$ cat src/rtl/mlab_sr_ctrl.sv
// mlab_sr_ctrl
// -----------------------------------------------------------------------------
// Sequencing controller that turns one MLAB-cell storage array into a
// programmable-length delay line (circular buffer of DEPTH = 1<<ADDR_WIDTH).
// Data presented with the advance strobe in advance k is visible on the
// array's registered dout at advance k+L, for L = 3..DEPTH.
//
// Optional feature: define MLAB_SR_AUTO_FLUSH_EN to add a one-cycle FLUSH
// state. A sampled parity error in RUN then re-primes the delay line.
// Without the macro, parity errors are only counted.
//
// Ports:
//   clk, arst            clock, asynchronous active-high reset
//   start                pulse: leave IDLE and begin filling
//   stop                 pulse: return to IDLE (highest priority)
//   adv                  datapath advance strobe
//   len, len_load        requested delay L and its load strobe
//   parity_err           parity error flag from the array's dout register
//   sr_ena, sr_we        array clock-enable and write enable
//   sr_wraddr            array write address (current write pointer)
//   sr_rdaddr            array read address (write pointer minus L-1)
//   dout_valid           array dout carries valid delayed data
//   cfg_err              last len_load was out of range and got clamped
//   err_sticky, err_cnt  parity error flag and saturating count
// -----------------------------------------------------------------------------
module mlab_sr_ctrl #(
    parameter int ADDR_WIDTH    = 5,
    parameter int ERR_CNT_WIDTH = 8
) (
    input  logic                     clk,
    input  logic                     arst,
    input  logic                     start,
    input  logic                     stop,
    input  logic                     adv,
    input  logic [ADDR_WIDTH:0]      len,
    input  logic                     len_load,
    input  logic                     parity_err,
    output logic                     sr_ena,
    output logic                     sr_we,
    output logic [ADDR_WIDTH-1:0]    sr_wraddr,
    output logic [ADDR_WIDTH-1:0]    sr_rdaddr,
    output logic                     dout_valid,
    output logic                     cfg_err,
    output logic                     err_sticky,
    output logic [ERR_CNT_WIDTH-1:0] err_cnt
);

    localparam int                  DEPTH = 1 << ADDR_WIDTH;
    localparam logic [ADDR_WIDTH:0] L_MIN = (ADDR_WIDTH+1)'(3);
    localparam logic [ADDR_WIDTH:0] L_MAX = (ADDR_WIDTH+1)'(DEPTH);

`ifdef MLAB_SR_AUTO_FLUSH_EN
    typedef enum logic [1:0] {S_IDLE, S_FILL, S_RUN, S_FLUSH} state_t;
`else
    typedef enum logic [1:0] {S_IDLE, S_FILL, S_RUN} state_t;
`endif

    state_t                  state_q, state_d;
    logic [ADDR_WIDTH-1:0]   wp_q;
    logic [ADDR_WIDTH:0]     fill_q;
    logic [ADDR_WIDTH:0]     l_reg;
    logic [ADDR_WIDTH:0]     l_m1;
    logic                    valid_q;

    logic                    start_go;
    logic                    wp_clr, wp_inc;
    logic                    fill_clr, fill_inc;
    logic                    sampled;

    assign l_m1 = l_reg - (ADDR_WIDTH+1)'(1);

    // The error flag from the array belongs to the data of the previous
    // advance, so it is qualified with last cycle's dout_valid.
    assign sampled = adv & valid_q & parity_err;

    // ---------------------------------------------------------------- state register
    // NOTE: clocked processes use non-blocking assignments so every register
    // sees the pre-edge value of every other register.
    always_ff @(posedge clk or posedge arst) begin
        if (arst) state_q <= S_IDLE;
        else      state_q <= state_d;
    end

    // ---------------------------------------------------------------- next state / strobes
    // NOTE: every signal written here gets a default first, so no path
    // through the case leaves a value unassigned and no latch is inferred.
    always_comb begin
        state_d  = state_q;
        start_go = 1'b0;
        wp_clr   = 1'b0;
        wp_inc   = 1'b0;
        fill_clr = 1'b0;
        fill_inc = 1'b0;

        if (stop) begin
            state_d = S_IDLE;                    // wp retained
        end else begin
            case (state_q)
                S_IDLE: begin
                    if (!len_load && start) begin
                        state_d  = S_FILL;
                        start_go = 1'b1;
                        wp_clr   = 1'b1;
                        fill_clr = 1'b1;
                    end
                end
                S_FILL: begin
                    if (len_load) begin
                        fill_clr = 1'b1;         // restart priming, wp held
                    end else if (adv) begin
                        wp_inc = 1'b1;
                        // The L-th advance of priming completes the delay line.
                        if (fill_q == l_m1) state_d  = S_RUN;
                        else                fill_inc = 1'b1;
                    end
                end
                S_RUN: begin
                    if (len_load) begin
                        state_d  = S_FILL;
                        fill_clr = 1'b1;
`ifdef MLAB_SR_AUTO_FLUSH_EN
                    end else if (sampled) begin
                        state_d = S_FLUSH;       // wp held for this advance
`endif
                    end else if (adv) begin
                        wp_inc = 1'b1;
                    end
                end
`ifdef MLAB_SR_AUTO_FLUSH_EN
                S_FLUSH: begin
                    state_d  = S_FILL;
                    fill_clr = 1'b1;
                end
`endif
                default: state_d = S_IDLE;
            endcase
        end
    end

    // ---------------------------------------------------------------- outputs
    assign sr_we      = (state_q != S_IDLE);
    assign sr_ena     = adv & sr_we;
    assign dout_valid = (state_q == S_RUN);
    assign sr_wraddr  = wp_q;
    // Read trails write by L-1 slots; with L >= 3 the two never coincide.
    assign sr_rdaddr  = wp_q - l_m1[ADDR_WIDTH-1:0];

    // ---------------------------------------------------------------- datapath registers
    always_ff @(posedge clk or posedge arst) begin
        if (arst) begin
            wp_q       <= '0;
            fill_q     <= '0;
            l_reg      <= L_MIN;
            valid_q    <= 1'b0;
            cfg_err    <= 1'b0;
            err_sticky <= 1'b0;
            err_cnt    <= '0;
        end else begin
            if (wp_clr)      wp_q <= '0;
            else if (wp_inc) wp_q <= wp_q + ADDR_WIDTH'(1);

            if (fill_clr)      fill_q <= '0;
            else if (fill_inc) fill_q <= fill_q + (ADDR_WIDTH+1)'(1);

            // Length is latched in every state, even alongside stop.
            if (len_load) begin
                if (len < L_MIN) begin
                    l_reg   <= L_MIN;
                    cfg_err <= 1'b1;
                end else if (len > L_MAX) begin
                    l_reg   <= L_MAX;
                    cfg_err <= 1'b1;
                end else begin
                    l_reg   <= len;
                    cfg_err <= 1'b0;
                end
            end

            valid_q <= dout_valid;

            if (start_go) begin
                err_sticky <= 1'b0;
                err_cnt    <= '0;
            end else if (sampled) begin
                err_sticky <= 1'b1;
                if (err_cnt != '1) err_cnt <= err_cnt + ERR_CNT_WIDTH'(1);
            end
        end
    end

endmodule

$ cat config.mk
export PLATFORM = sky130hd
export DESIGN_NAME = mlab_sr_ctrl
export DESIGN_NICKNAME = d
export VERILOG_FILES = /design/src/rtl/mlab_sr_ctrl.sv
export SDC_FILE = /design/constraint.sdc
export NUM_CORES = 1
export LEC_CHECK = 0
export CAP_MARGIN = 5
export CORE_UTILIZATION = 49
export CTS_BUF_LIST = sky130_fd_sc_hd__clkbuf_4
export DETAILED_ROUTE_END_ITERATION = 8
export GPL_ROUTABILITY_DRIVEN = 0
export PLACE_DENSITY = 0.79
export SYNTH_ARGS = -nofsm -noshare
export SYNTH_HDL_FRONTEND = slang
export SYNTH_SLANG_ARGS = --single-unit
$ cat constraint.sdc
create_clock -name clk -period 2 [get_ports clk]
set_input_delay 0.3 -clock clk [delete_from_list [all_inputs] [get_ports clk]]
set_output_delay 0.3 -clock clk [all_outputs]
set_load 0.01 [all_outputs]
==> results.py <==
metrics = {
    "die": {
        "die_w_um": 64.42,
        "die-area_sq_um": 4150,
        "ios": 36,
        "num_rows": 22,
        "coreArea_sq_um": 3689,
        "die_h_um": 64.42,
        "start_util": 0.5176,
    },
    "final_layout": {
        "insertedDiodeCount": 0,
        "nNetsFinal": 293,
        "area_delta_synth_final_pct": 39.58,
        "largest_reg_flops": 8,
        "drive_gt1_frac": 0.2584,
        "final_cell_mix": "dfrtp_1 (28), clkdlybuf4s50_1 (28), buf_4 (27), nor2_1 (24), nand2_1 (15)",
    },
    "sta": {
        "grt_setup_unrepaired": "yes",
        "setup-tns-final_ns": -1.569,
        "timing.final.ws_setup_ns": -0.4332,
        "hold_viol_final": 0,
        "max_slew_margin": 0.7189,
        "skew_ns": 0.01321,
        "tightest_slew_ns": 0.4184,
        "setup_viol": 9,
        "finalMaxSlewViolations": 0,
        "min_period_ns": 2.433,
        "fin_crit_sh": 1.217,
        "fmax_mhz": 411.0,
    },
    "job": {
        "cap_violations": 0,
    },
    "global_route": {
        "overflow": 0,
        "grt_max_degree": 31,
        "grt_pass1_vias": 1594,
        "grtUsageTotal": 0.2203,
        "grt_pass1_wl_um": 6982,
        "antenna_found_initial": 0,
    },
    "clock_network": {
        "numCtsBuffers": 5,
        "root_buffer": "clkbuf_4",
        "htreeDepth": 2,
        "clock_latency_ns": 0.34,
        "cts.path.max_buffers": 2,
        "cts_tree": "done",
        "cts.sinks": 30,
        "clk_pin_slew_ns": 0.10,
    },
    "worst_hold_path": {
        "hp-class": "in2async",
    },
    "setup_path": {
        "critPathArrivalTime_ns": 2.13,
        "crit_chain": "inv_2, ha_4, fa_2, a21o_1, a21oi_2, xnor2_2, buf_2",
        "rr_worst_depth": 9,
        "critPathLaunchType": "flop",
        "crit_path_top_delay_cell": "dfstp_2",
        "cp-end-kind": "primary output",
        "worst-setup-path-type": "reg2out",
        "required_ns": 1.70,
        "max_stage_delay_ns": 0.55,
        "cp_max_fo": 3,
    },
    "logic_synthesis": {
        "synth_xor_area_frac": 0.1193,
        "ys.flop_type": "dfrtp_1",
        "yosys.area_share.simple": 0.1992,
        "synth_top_family_by_area": "simple AND/OR/NAND/NOR gates",
        "synth-seq-cells": 30,
        "synth_warnings": 0,
        "ys_types": 40,
        "synth.yosys.seq_area_share": 0.3945,
        "synth_edf_count": 0,
        "synthAdderAreaFrac": 0.09567,
        "synth_area_sq_um": 1909,
        "syn_area_per_cell_sq_um": 9.406,
        "synth.area.mux_share": 0.05963,
        "postSynthCellCount": 203,
        "synth_nets": 230,
        "synth_compound_area_frac": 0.08585,
        "synth_async_sr_flop_share": 1.000,
    },
    "power_and_ir_drop": {
        "seqPwrFrac": 0.346,
        "p_leak_nw": 1.263,
        "combPwrFrac": 0.489,
        "p_total_mw": 2.159,
        "ir_drop_mv": 0.4562,
        "intPower_mw": 1.403,
        "pwr-share-clk": 0.164,
        "switching_share": 0.3501,
        "p_sw_mw": 0.7560,
        "power_density_nw_per_um2": 810.2,
    },
    "route": {
        "first_iter_violations": 63,
        "num_vias": 1669,
        "drt-pass1-iter-count": 4,
        "antenna_left": 0,
        "wl_per_cell_um": 13.29,
        "via_per_inst": 5.298,
        "wl_um": 4187,
        "drc": 0,
    },
    "status": {
        "status": "finished, violations left",
        "violations": "negative setup slack",
    },
    "place": {
        "dp_hpwl_um": 3092,
        "io_buffer_count": 35,
    },
}
==> path summary, 6_finish.rpt <==
| check | startpoint | endpoint | slack (ns) |
|---|---|---|---|
| worst max-delay path | l_reg[0]$_DFFE_PP1P_ | sr_rdaddr[4] | -0.43 |
| worst min-delay path | arst | err_cnt[4]$_DFFE_PP0P_ | 0.34 |
| worst max register to register | l_reg[0]$_DFFE_PP1P_ | state_q[0]$_DFFE_PP0P_ | -0.11 |
| worst min register to register | err_sticky$_DFFE_PP0P_ | err_sticky$_DFFE_PP0P_ | 0.52 |
| max in group asynchronous | arst | l_reg[1]$_DFFE_PP1P_ | 1.34 |
| min in group clk | err_sticky$_DFFE_PP0P_ | err_sticky$_DFFE_PP0P_ | 0.52 |
==> power groups by stage <==
stage | clock network (mW) | registers, mW | logic, mW
global placement | 0 | 0.756 | 0.985
CTS | 0.360 | 0.746 | 1.04
detailed placement | 0 | 0.758 | 1.01
global route | 0.385 | 0.757 | 1.16
floorplan | 0 | 0.784 | 0.506
finish | 0.354 | 0.748 | 1.06
==> metrics by stage <==
stage / hold slack [ns] / util / instances / instance area [sq um] / setup slack, ns
3_3_place_gp: 0.4990 / 0.6839 / 303 / 2522 / -0.4612
5_1_grt: 0.3921 / 0.7225 / 315 / 2665 / -0.4871
3_5_place_dp: 0.5112 / 0.6839 / 303 / 2522 / -0.5037
2_1_floorplan: 0.3893 / - / 203 / 1956 / 0.01678
4_1_cts: 0.3462 / 0.7107 / 314 / 2621 / -0.4291
6_report: 0.3374 / 0.7225 / 315 / 2665 / -0.4332
==> critical path: cells and delay by family (launching register included) <==
| kind | cells | cell delay [ns] |
|---|---|---|
| adder cells (fa/ha/maj) | 2 | 0.62 |
| buffers and inverters | 2 | 0.19 |
| XOR/XNOR | 1 | 0.11 |
| AO/OA/AOI/OAI | 2 | 0.32 |
| flip-flops | 1 | 0.55 |
==> what timing repair did <==
item	4_1_cts	5_1_grt
pin swaps	8	13
buffers inserted	3	2
hold buffers	0	0
setup endpoints to repair	15	13
gates resized for setup	29	8
==> per-layer routing <==
metal,wire (um),part of all wire,track usage,vias to the layer above
li1,-,-,-,811
met2,2069,0.49,0.3658,42
met5,0,0,0,-
met4,77,0.018,0.09167,0
met1,1848,0.44,0.2744,807
met3,192,0.046,0.05106,9
==> cell usage after synthesis (2+ instances only) <==
cell type  number  area (sq um)
xnor2_1        13         113.9
nor2b_1         2         12.51
mux2i_1         8         80.08
o21ai_0         5         25.02
buf_1           2         7.510
and3_1          6         37.54
xor2_1         13         113.9
dfstp_2         2         52.55
nor2_1         24         90.09
a31oi_1         2         12.51
nand2b_1        8         50.05
a21oi_1         7         35.03
nand3_1         4         20.02
dfrtp_1        28         700.7
nand4_1         8         50.05
a21o_1          2         15.01
nand3b_1        2         15.01
clkbuf_1        5         18.77
mux2_2          3         33.78
inv_1          13         48.80
ha_1           13         162.7
nand2_1        15         56.30
==> cells by family (layout without fill, tap and decap cells) <==
group | count (synthesis) | count (layout)
buf+inv | 22 | 86
mux | 11 | 11
flops | 30 | 30
simple gates | 75 | 75
xor+xnor | 26 | 26
fa+ha+maj | 14 | 14
compound gates | 25 | 25
==> layout make-up <==
class | count | area, sq um
clock inverters | 2 | 8.758
fillers | 293 | 1023
multi-input cells | 151 | 1176
repair buffers | 65 | 573.1
inverters | 13 | 48.80
well taps | 48 | 60.06
flip-flops and latches | 30 | 753.2
clock buffers | 6 | 45.04
Note: power is estimated with default switching activity, not from simulation.
